### src/rtl/instr_fetch_unit_if.sv
// Fetch-unit bus: instruction-memory request/response plus the decode-side handshake.
// master = fetch unit, slave = memory/decode environment.
interface instr_fetch_unit_if;
    logic        imem_req_valid;
    logic [31:0] imem_req_addr;
    logic        imem_req_ready;
    logic        imem_rsp_valid;
    logic [31:0] imem_rsp_data;
    logic        instr_valid;
    logic [31:0] instrCode;
    logic [31:0] instr_pc;
    logic        instr_ready;
    logic        redirect;
    logic [31:0] redirect_pc;

    modport master (
        output imem_req_valid, imem_req_addr,
        input  imem_req_ready, imem_rsp_valid, imem_rsp_data,
        output instr_valid, instrCode, instr_pc,
        input  instr_ready, redirect, redirect_pc
    );

    modport slave (
        input  imem_req_valid, imem_req_addr,
        output imem_req_ready, imem_rsp_valid, imem_rsp_data,
        input  instr_valid, instrCode, instr_pc,
        output instr_ready, redirect, redirect_pc
    );
endinterface

### src/rtl/instr_fetch_unit.sv
// In-order fetch stage: PC, outstanding/drop tracking, tag queue and instruction FIFO.
// Optional FETCH_BYPASS_EN forwards a response straight to decode when the FIFO is empty.
module instr_fetch_unit #(
    parameter logic [31:0] RESET_PC   = 32'h0000_0000,
    parameter int          FIFO_DEPTH = 2
) (
    input logic                clk,
    input logic                reset,
    instr_fetch_unit_if.master bus
);
    localparam int AW = $clog2(FIFO_DEPTH);
    localparam int CW = AW + 1;
    localparam logic [CW:0] DEPTH_L = (CW + 1)'(FIFO_DEPTH);

    typedef enum logic {RUN, FLUSH} state_e;

    state_e        state_q, state_d;
    logic [31:0]   fetch_pc_q, fetch_pc_d;
    logic [CW-1:0] out_q, out_d;
    logic [CW-1:0] drop_q, drop_d;
    logic [CW-1:0] cnt_q, cnt_d;
    logic [AW-1:0] rd_q, rd_d, wr_q, wr_d;
    logic [AW-1:0] trd_q, trd_d, twr_q, twr_d;
    logic [31:0]   code_q [FIFO_DEPTH];
    logic [31:0]   code_d [FIFO_DEPTH];
    logic [31:0]   pc_q   [FIFO_DEPTH];
    logic [31:0]   pc_d   [FIFO_DEPTH];
    logic [31:0]   tag_q  [FIFO_DEPTH];
    logic [31:0]   tag_d  [FIFO_DEPTH];

    logic          fifo_valid, pop, push, byp;
    logic          req_fire, rsp_ok, drop;
    logic [CW:0]   load;

    // A same-cycle pop frees a slot, which keeps a 1-cycle memory at full rate.
    always_comb begin
        fifo_valid = cnt_q != '0;
        pop        = fifo_valid && bus.instr_ready && !bus.redirect;
        load       = {1'b0, out_q} + {1'b0, cnt_q} - {{CW{1'b0}}, pop};
        req_fire   = bus.imem_req_valid && bus.imem_req_ready;
        rsp_ok     = bus.imem_rsp_valid && (out_q != '0);
        drop       = (state_q == FLUSH) || bus.redirect;
`ifdef FETCH_BYPASS_EN
        byp        = !reset && rsp_ok && !drop && !fifo_valid;
`else
        byp        = 1'b0;
`endif
        push       = rsp_ok && !drop && !(byp && bus.instr_ready);
    end

    assign bus.imem_req_valid = !reset && !bus.redirect && (load < DEPTH_L);
    assign bus.imem_req_addr  = fetch_pc_q;
    assign bus.instr_valid    = fifo_valid || byp;
    assign bus.instrCode      = byp ? bus.imem_rsp_data : code_q[rd_q];
    assign bus.instr_pc       = byp ? tag_q[trd_q] : pc_q[rd_q];

    always_comb begin
        fetch_pc_d = fetch_pc_q;
        out_d      = out_q + CW'(req_fire) - CW'(rsp_ok);
        drop_d     = drop_q;
        twr_d      = twr_q + AW'(req_fire);
        trd_d      = trd_q + AW'(rsp_ok);
        rd_d       = rd_q + AW'(pop);
        wr_d       = wr_q + AW'(push);
        cnt_d      = cnt_q + CW'(push) - CW'(pop);
        code_d     = code_q;
        pc_d       = pc_q;
        tag_d      = tag_q;
        if (req_fire) begin
            fetch_pc_d   = fetch_pc_q + 32'd4;
            tag_d[twr_q] = fetch_pc_q;
        end
        if (push) begin
            code_d[wr_q] = bus.imem_rsp_data;
            pc_d[wr_q]   = tag_q[trd_q];
        end
        // Every fetch still in flight at a redirect belongs to the old path.
        if (bus.redirect) begin
            fetch_pc_d = bus.redirect_pc & ~32'h3;
            drop_d     = out_q - CW'(rsp_ok);
            rd_d       = wr_q;
            cnt_d      = '0;
        end else if (rsp_ok && state_q == FLUSH) begin
            drop_d = drop_q - 1'b1;
        end
        state_d = (drop_d != '0) ? FLUSH : RUN;
    end

    always_ff @(posedge clk) begin
        if (reset) begin
            state_q    <= RUN;
            fetch_pc_q <= RESET_PC;
            out_q      <= '0;
            drop_q     <= '0;
            cnt_q      <= '0;
            rd_q       <= '0;
            wr_q       <= '0;
            trd_q      <= '0;
            twr_q      <= '0;
            for (int i = 0; i < FIFO_DEPTH; i++) begin
                code_q[i] <= '0;
                pc_q[i]   <= '0;
                tag_q[i]  <= '0;
            end
        end else begin
            state_q    <= state_d;
            fetch_pc_q <= fetch_pc_d;
            out_q      <= out_d;
            drop_q     <= drop_d;
            cnt_q      <= cnt_d;
            rd_q       <= rd_d;
            wr_q       <= wr_d;
            trd_q      <= trd_d;
            twr_q      <= twr_d;
            code_q     <= code_d;
            pc_q       <= pc_d;
            tag_q      <= tag_d;
        end
    end

    always_ff @(posedge clk) begin
        if (!reset) begin
            assert (!(bus.imem_rsp_valid && out_q == '0));
        end
    end
endmodule
### src/flat_wrapper.sv
// flat-port wrapper written by rule: the top's interface ports become plain ports
module instr_fetch_unit_flat 
#(
    parameter logic [31:0] RESET_PC   = 32'h0000_0000,
    parameter int          FIFO_DEPTH = 2
)
  (clk, reset, bus_imem_req_valid, bus_imem_req_addr, bus_imem_req_ready, bus_imem_rsp_valid, bus_imem_rsp_data, bus_instr_valid, bus_instrCode, bus_instr_pc, bus_instr_ready, bus_redirect, bus_redirect_pc);
  instr_fetch_unit_if bus_i ();
  input logic clk;
  input logic reset;
  output wire logic [$bits(bus_i.imem_req_valid)-1:0] bus_imem_req_valid;
  output wire logic [$bits(bus_i.imem_req_addr)-1:0] bus_imem_req_addr;
  input wire logic [$bits(bus_i.imem_req_ready)-1:0] bus_imem_req_ready;
  input wire logic [$bits(bus_i.imem_rsp_valid)-1:0] bus_imem_rsp_valid;
  input wire logic [$bits(bus_i.imem_rsp_data)-1:0] bus_imem_rsp_data;
  output wire logic [$bits(bus_i.instr_valid)-1:0] bus_instr_valid;
  output wire logic [$bits(bus_i.instrCode)-1:0] bus_instrCode;
  output wire logic [$bits(bus_i.instr_pc)-1:0] bus_instr_pc;
  input wire logic [$bits(bus_i.instr_ready)-1:0] bus_instr_ready;
  input wire logic [$bits(bus_i.redirect)-1:0] bus_redirect;
  input wire logic [$bits(bus_i.redirect_pc)-1:0] bus_redirect_pc;
  assign bus_imem_req_valid = bus_i.imem_req_valid;
  assign bus_imem_req_addr = bus_i.imem_req_addr;
  assign bus_i.imem_req_ready = bus_imem_req_ready;
  assign bus_i.imem_rsp_valid = bus_imem_rsp_valid;
  assign bus_i.imem_rsp_data = bus_imem_rsp_data;
  assign bus_instr_valid = bus_i.instr_valid;
  assign bus_instrCode = bus_i.instrCode;
  assign bus_instr_pc = bus_i.instr_pc;
  assign bus_i.instr_ready = bus_instr_ready;
  assign bus_i.redirect = bus_redirect;
  assign bus_i.redirect_pc = bus_redirect_pc;
  instr_fetch_unit #(.RESET_PC(RESET_PC), .FIFO_DEPTH(FIFO_DEPTH)) u_core (.clk(clk), .reset(reset), .bus(bus_i));
endmodule
### config.mk
export PLATFORM = sky130hd
export DESIGN_NAME = instr_fetch_unit_flat
export DESIGN_NICKNAME = d
export VERILOG_FILES = /design/src/rtl/instr_fetch_unit_if.sv /design/src/rtl/instr_fetch_unit.sv /design/src/flat_wrapper.sv
export SDC_FILE = /design/constraint.sdc
export NUM_CORES = 1
export LEC_CHECK = 0
export CAP_MARGIN = 20
export CORE_MARGIN = 1
export CORE_UTILIZATION = 48
export CTS_BUF_LIST = sky130_fd_sc_hd__clkbuf_8 sky130_fd_sc_hd__clkbuf_16
export DETAILED_ROUTE_END_ITERATION = 8
export PLACE_DENSITY = 0.77
export SLEW_MARGIN = 20
export SYNTH_ARGS = -nofsm -noshare
export SYNTH_HDL_FRONTEND = slang
export SYNTH_SLANG_ARGS = --single-unit
### constraint.sdc
create_clock -name clk -period 3.54 [get_ports clk]
set_clock_uncertainty 0.05 [all_clocks]
set_input_delay 0.708 -clock clk [delete_from_list [all_inputs] [get_ports clk]]
set_output_delay 0.708 -clock clk [all_outputs]
set_load 0.01 [all_outputs]
* After elaboration in Yosys (flattened, before gate mapping) *
Index checks and enable logic that the tools add are counted.

word-level totals
  flip-flop bits (word level) = 235
  output and inout port bits = 98

cells by class
  add/sub/neg operators = 13
  $lt $le $gt $ge = 7
  mux-type cells = 22
  bitwise logic cells = 4
  reductions and logical operators = 19

operators with widths
  cell                                                        number
  two-way mux 32 bit                                          13
  bitwise mux 64 bit                                          3
  demux 32 bit (select 1 bit)                                 2
  adder 32 x 3 -> 32 bit, second input constant               1
  logical AND 1 bit                                           10
  >= comparator 2 bit, second input constant                  4
  inverter 1 -> 2 bit                                         4
  nonzero test 2 bit                                          4
  subtractor 2 x 1 -> 2 bit                                   3
  adder 1 bit                                                 4
  adder 2 x 1 -> 2 bit                                        2
  less-than comparator 2 x 1 -> 1 bit, second input constant  2
  two-way mux 2 bit                                           2
  adder 2 x 2 -> 3 bit                                        1
  logical NOT 1 bit                                           3
  less-than comparator 3 x 2 -> 1 bit, second input constant  1
  subtractor 3 x 1 -> 3 bit                                   1
  two-way mux 1 bit                                           2
  OR reduction 2 bit                                          1
  subtractor 2 x 1 -> 2 bit, second input constant            1
  logical OR 1 bit                                            1

* Longest topological paths before layout *
  depth in word-level cells = 9
  mapped depth = 14
  mapped depth without buffers = 11

* Least setup slack after synthesis *
OpenSTA, ideal clock, no wires.

  path kind = input to register
  start point = in bus_redirect
  end point = reg u_core.tag_q[53] (netlist name)
  arrival time = 3467 ps
  required time = 3362 ps
  slack = -105 ps
  stages on the path = 14
  buffers on the path = 3
  cells stage by stage = clkinv_1 -> clkbuf_1 -> nand2_1 -> xnor2_1 -> nand2_1 -> fa_1 -> and4bb_2 -> nand2_2 -> inv_2 -> ha_1 -> clkbuf_1 -> buf_1 -> mux2i_1 -> nor2_1

on the way
  word-level cells in the longest chain between the ends = 6

RTL lines
  what                                 RTL line                                        source
  from (decl)                          flat_wrapper.sv:20                              input wire logic [$bits(bus_i.redirect)-1:0] bus_redirect;
  logical NOT 1 bit *                  instr_fetch_unit.sv:38, instr_fetch_unit.sv:51
  logical AND 1 bit                    instr_fetch_unit.sv:38                          pop = fifo_valid && bus.instr_ready && !bus.redirect;
  subtractor 3 x 1 -> 3 bit            instr_fetch_unit.sv:39                          load = {1'b0, out_q} + {1'b0, cnt_q} - {{CW{1'b0}}, pop};
  less-than comparator 3 x 2 -> 1 bit  instr_fetch_unit.sv:51                          assign bus.imem_req_valid = !reset && !bus.redirect && (load < DEPTH_L);
  logical AND 1 bit *                  instr_fetch_unit.sv:51
  logical AND 1 bit *                  instr_fetch_unit.sv:40                          req_fire = bus.imem_req_valid && bus.imem_req_ready;
  to (signal assigned)                 instr_fetch_unit.sv:117                         tag_q <= tag_d;
  to (decl)                            instr_fetch_unit.sv:28                          logic [31:0] tag_q [FIFO_DEPTH];

Mark *: on every way between the ends. The rest lies on a longest branch, timed or not.
A chain may end at the register's enable or synchronous reset.

* Worst setup path in the final report *
  start point = in bus_redirect
  end point = out bus_imem_req_valid

on the way
  word-level cells in the longest chain between the ends = 5

RTL lines
  what                                 RTL line                                        source
  logical NOT 1 bit *                  instr_fetch_unit.sv:38, instr_fetch_unit.sv:51
  logical AND 1 bit                    instr_fetch_unit.sv:38
  subtractor 3 x 1 -> 3 bit            instr_fetch_unit.sv:39
  less-than comparator 3 x 2 -> 1 bit  instr_fetch_unit.sv:51
  logical AND 1 bit *                  instr_fetch_unit.sv:51
  to (decl)                            flat_wrapper.sv:11                              output wire logic [$bits(bus_i.imem_req_valid)-1:0] bus_imem_req_valid;

Marks and branches as above.

==> results.md <==
- Initial drt markers: between 400 and 500
- Worst slew margin: 32.91%
- Worst setup SP type: input port
- CP Data Arrival Time: 2.64 ns
- Final min period: between 3 and 4 ns
- Worst-Margin Slew: approximately 1 ns
- Starting density of the core: about half
- Fmax: ~290 MHz
- Area of the multi-input gates: between 4000 and 5000 um^2
- Synth-to-Final Area Change: 27.99%
- PortBufs: ~160
- Final slew viol count: 0
- Crit share post-route: between 90 and 100%
- TritonCTS buffer count: 24
- Dominant cells by area after synthesis: dfxtp_1, mux2i_1, mux2_2
- Largest net degree at the start of global routing: between 200 and 250
- DP Wirelength: between 10000 and 15000 um
- Post-route ant nets: 0
- GRT Residual Overflow: 0
- Fin util: 63.31%
- Share of cells above drive strength 1: 12.36%
- Yosys top cell by area: dfxtp_1
- DR pass1 iterations: 5
- Sequential cell area: between 4000 and 5000 um^2
- Hold_buf cts: 0
- Top_reg_cell synth: dfxtp_1
- Post-synth EDFFs: 0
- Leak: 0.004297 uW
- Power Density: between 500 and 600 nW/um^2
- Area of the mapped netlist: about 9800 um^2
- Residual DRC: 0
- Row count: 51
- Crit path kind: in -> out
- Post-synthesis sequential area ratio: a little under half
- IO Pins: ~170
- Number of warnings issued by yosys: 0
- Die Ht: between 100 and 150 um
- Worst IR drop on VDD: ~0.00045 V
- GR Util All Layers: ~21%
- Final setup viols: 0
- Gpl congestion: 0.8828
- Post-Syn Instances: around 1000
- MaxCap Viol Count: 0
- # nets final: approximately 1300
- Via density per instance: approximately 5.2
- Setup WS pre-CTS: -0.2540 ns
- Die area: between 20000 and 25000 um^2
- Core area: between 15000 and 20000 um^2
- First-pass GRT wire length: 35780 um
- Worst hold slack: between 0.4 and 0.5 ns
- Worst setup margin: around 0.14 ns
- Clock latency on the worst-skew pair: between 0.5 and 0.6 ns
- Filler cells: 1608
- Top-count cell post-synth: dfxtp_1
- Area share of the largest cell type after synthesis: 46.18%
- Ant diodes: 0
- Final Hold Violating Endpoints: 0
- Number of global-route vias before repair: 7012
- Clock-pin slew on the worst setup and hold paths: approximately 0.06 ns
- CTS H-tree depth: 1
- Final Routed Wirelength: 22890 um
- Syn_area_per_cell: approximately 9.4 um^2
- Flops & latches, synth: between 200 and 250
- Clock sink total: roughly 230
- Total power: ~6800 uW
- Post-CTS Setup Inserts: 0
- Initial antenna violation count: 0
- Clock buffer depth: 3
- Asr flop ratio synth: 0%
- Synth cell count leaders: dfxtp_1, nor2_1, mux2i_1
- TritonCTS clock tree: done
- Crit path max fanout: 3
- Routed vias: approximately 7600
- Avg WL per Cell: ~16 um
- CP endpoint kind: primary output
- Critical Path RT: ~2.8 ns
- Tightest Hold Check Type: reg -> reg
- RSZ-0062 raised after global routing: no
- Clock root cell: clkbuf_16
- Die width: around 140 um
- Status: complete, no violations
- Post-synth cell types: 50
[registers in the layout, summed over array words and instances, names as in the netlist]
name	flops
u_core.bus.imem_req_addr	30
u_core.cnt_q	2
u_core.code_q	64
u_core.drop_q	2
u_core.out_q	2
u_core.pc_q	60
u_core.rd_q	1
u_core.state_q	1
u_core.tag_q	60
u_core.trd_q	1
u_core.twr_q	1
u_core.wr_q	1
[through the flow]
stage	TNS, ns	cells	cell area [um^2]
after floorplan	-2.004	1043	9766
after global placement	-3.797	1413	11690
after detailed placement	-4.516	1413	11690
after CTS	0	1454	12480
after global routing	0	1454	12480
final	0	1454	12480
[cell type report]
cell class	count	share of cell area, %
clock buffers	29	5.362
clock inverters	12	0.9622
inverters	13	0.3909
multi-input cells	723	39.24
flip-flops and latches	225	36.10
well taps	265	2.656
repair buffers	187	15.29
[logic make-up (layout without fill, tap and decap cells)]
kind of cell	count (synthesis)	count (layout)	synth area share [%]
AND/OR/NAND/NOR	347	347	15.84
flip-flops	225	225	46.18
AO/OA/AOI/OAI	146	146	9.827
multiplexers	189	189	20.22
buffers and inverters	95	241	3.990
other	1	4	0.03845
XOR/XNOR	29	29	2.797
adder cells (fa/ha/maj)	8	8	1.103
[worst max-delay path, stage by stage]
cell	delay (ns)
clkdlybuf4s50_1	0.51
clkinv_1	0.10
nand2_1	0.12
xnor2_1	0.12
nand2_1	0.08
fa_2	0.39
xor2_4	0.17
nand2_1	0.07
nor2_1	0.12
clkdlybuf4s15_1	0.25
[path summary, 6_finish.rpt]
| check | from | endpoint | slack [ns] | cells past startpoint |
|---|---|---|---|---|
| worst min-delay path | u_core.tag_q[4]$_SDFFE_PP0P_ | u_core.tag_q[4]$_SDFFE_PP0P_ | 0.40 | 2 |
| worst min register to register | u_core.tag_q[4]$_SDFFE_PP0P_ | u_core.tag_q[4]$_SDFFE_PP0P_ | 0.40 | 2 |
| worst max register to register | u_core.cnt_q[1]$_SDFF_PP0_ | u_core.tag_q[52]$_SDFFE_PP0P_ | 0.67 | 11 |
| worst max-delay path | bus_redirect | bus_imem_req_valid | 0.14 | 10 |
[report_power, final]
group	leakage (uW)	switching, uW	internal, uW	total [uW]
registers	0.00182	204	2710	2910
logic	0.00207	664	734	1400
clock network	0.000402	985	1480	2470
[cell usage in the layout (no fill, tap or decap), drive strengths merged, types with 7 or more instances in the layout]
master,n
a21oi,49
ha,7
o21ai,7
inv,17
nor2,187
nor4,7
xor2,10
nand3,8
nand2,99
nor3,7
nand4,16
clkdlybuf4s50,159
xnor2,19
a211oi,72
dfxtp,225
clkbuf,29
buf,27
mux2i,125
mux2,64
[routing by layer]
layer / vias up / track usage (%) / part of all wire, %
met3: 28 / 3.179 / 5.1
met4: 0 / 6.260 / 1.6
li1: 3884 / - / -
met2: 205 / 33.05 / 45
met1: 3489 / 30.80 / 49
met5: - / 0 / 0
[timing repair]
item / CTS / global route
endpoints found under the setup margin: 1 / 1
hold endpoints to repair: 0 / 0
resized for setup: 2 / 1
pin swaps: 0 / 0
Power figures use the tool's default switching activity.
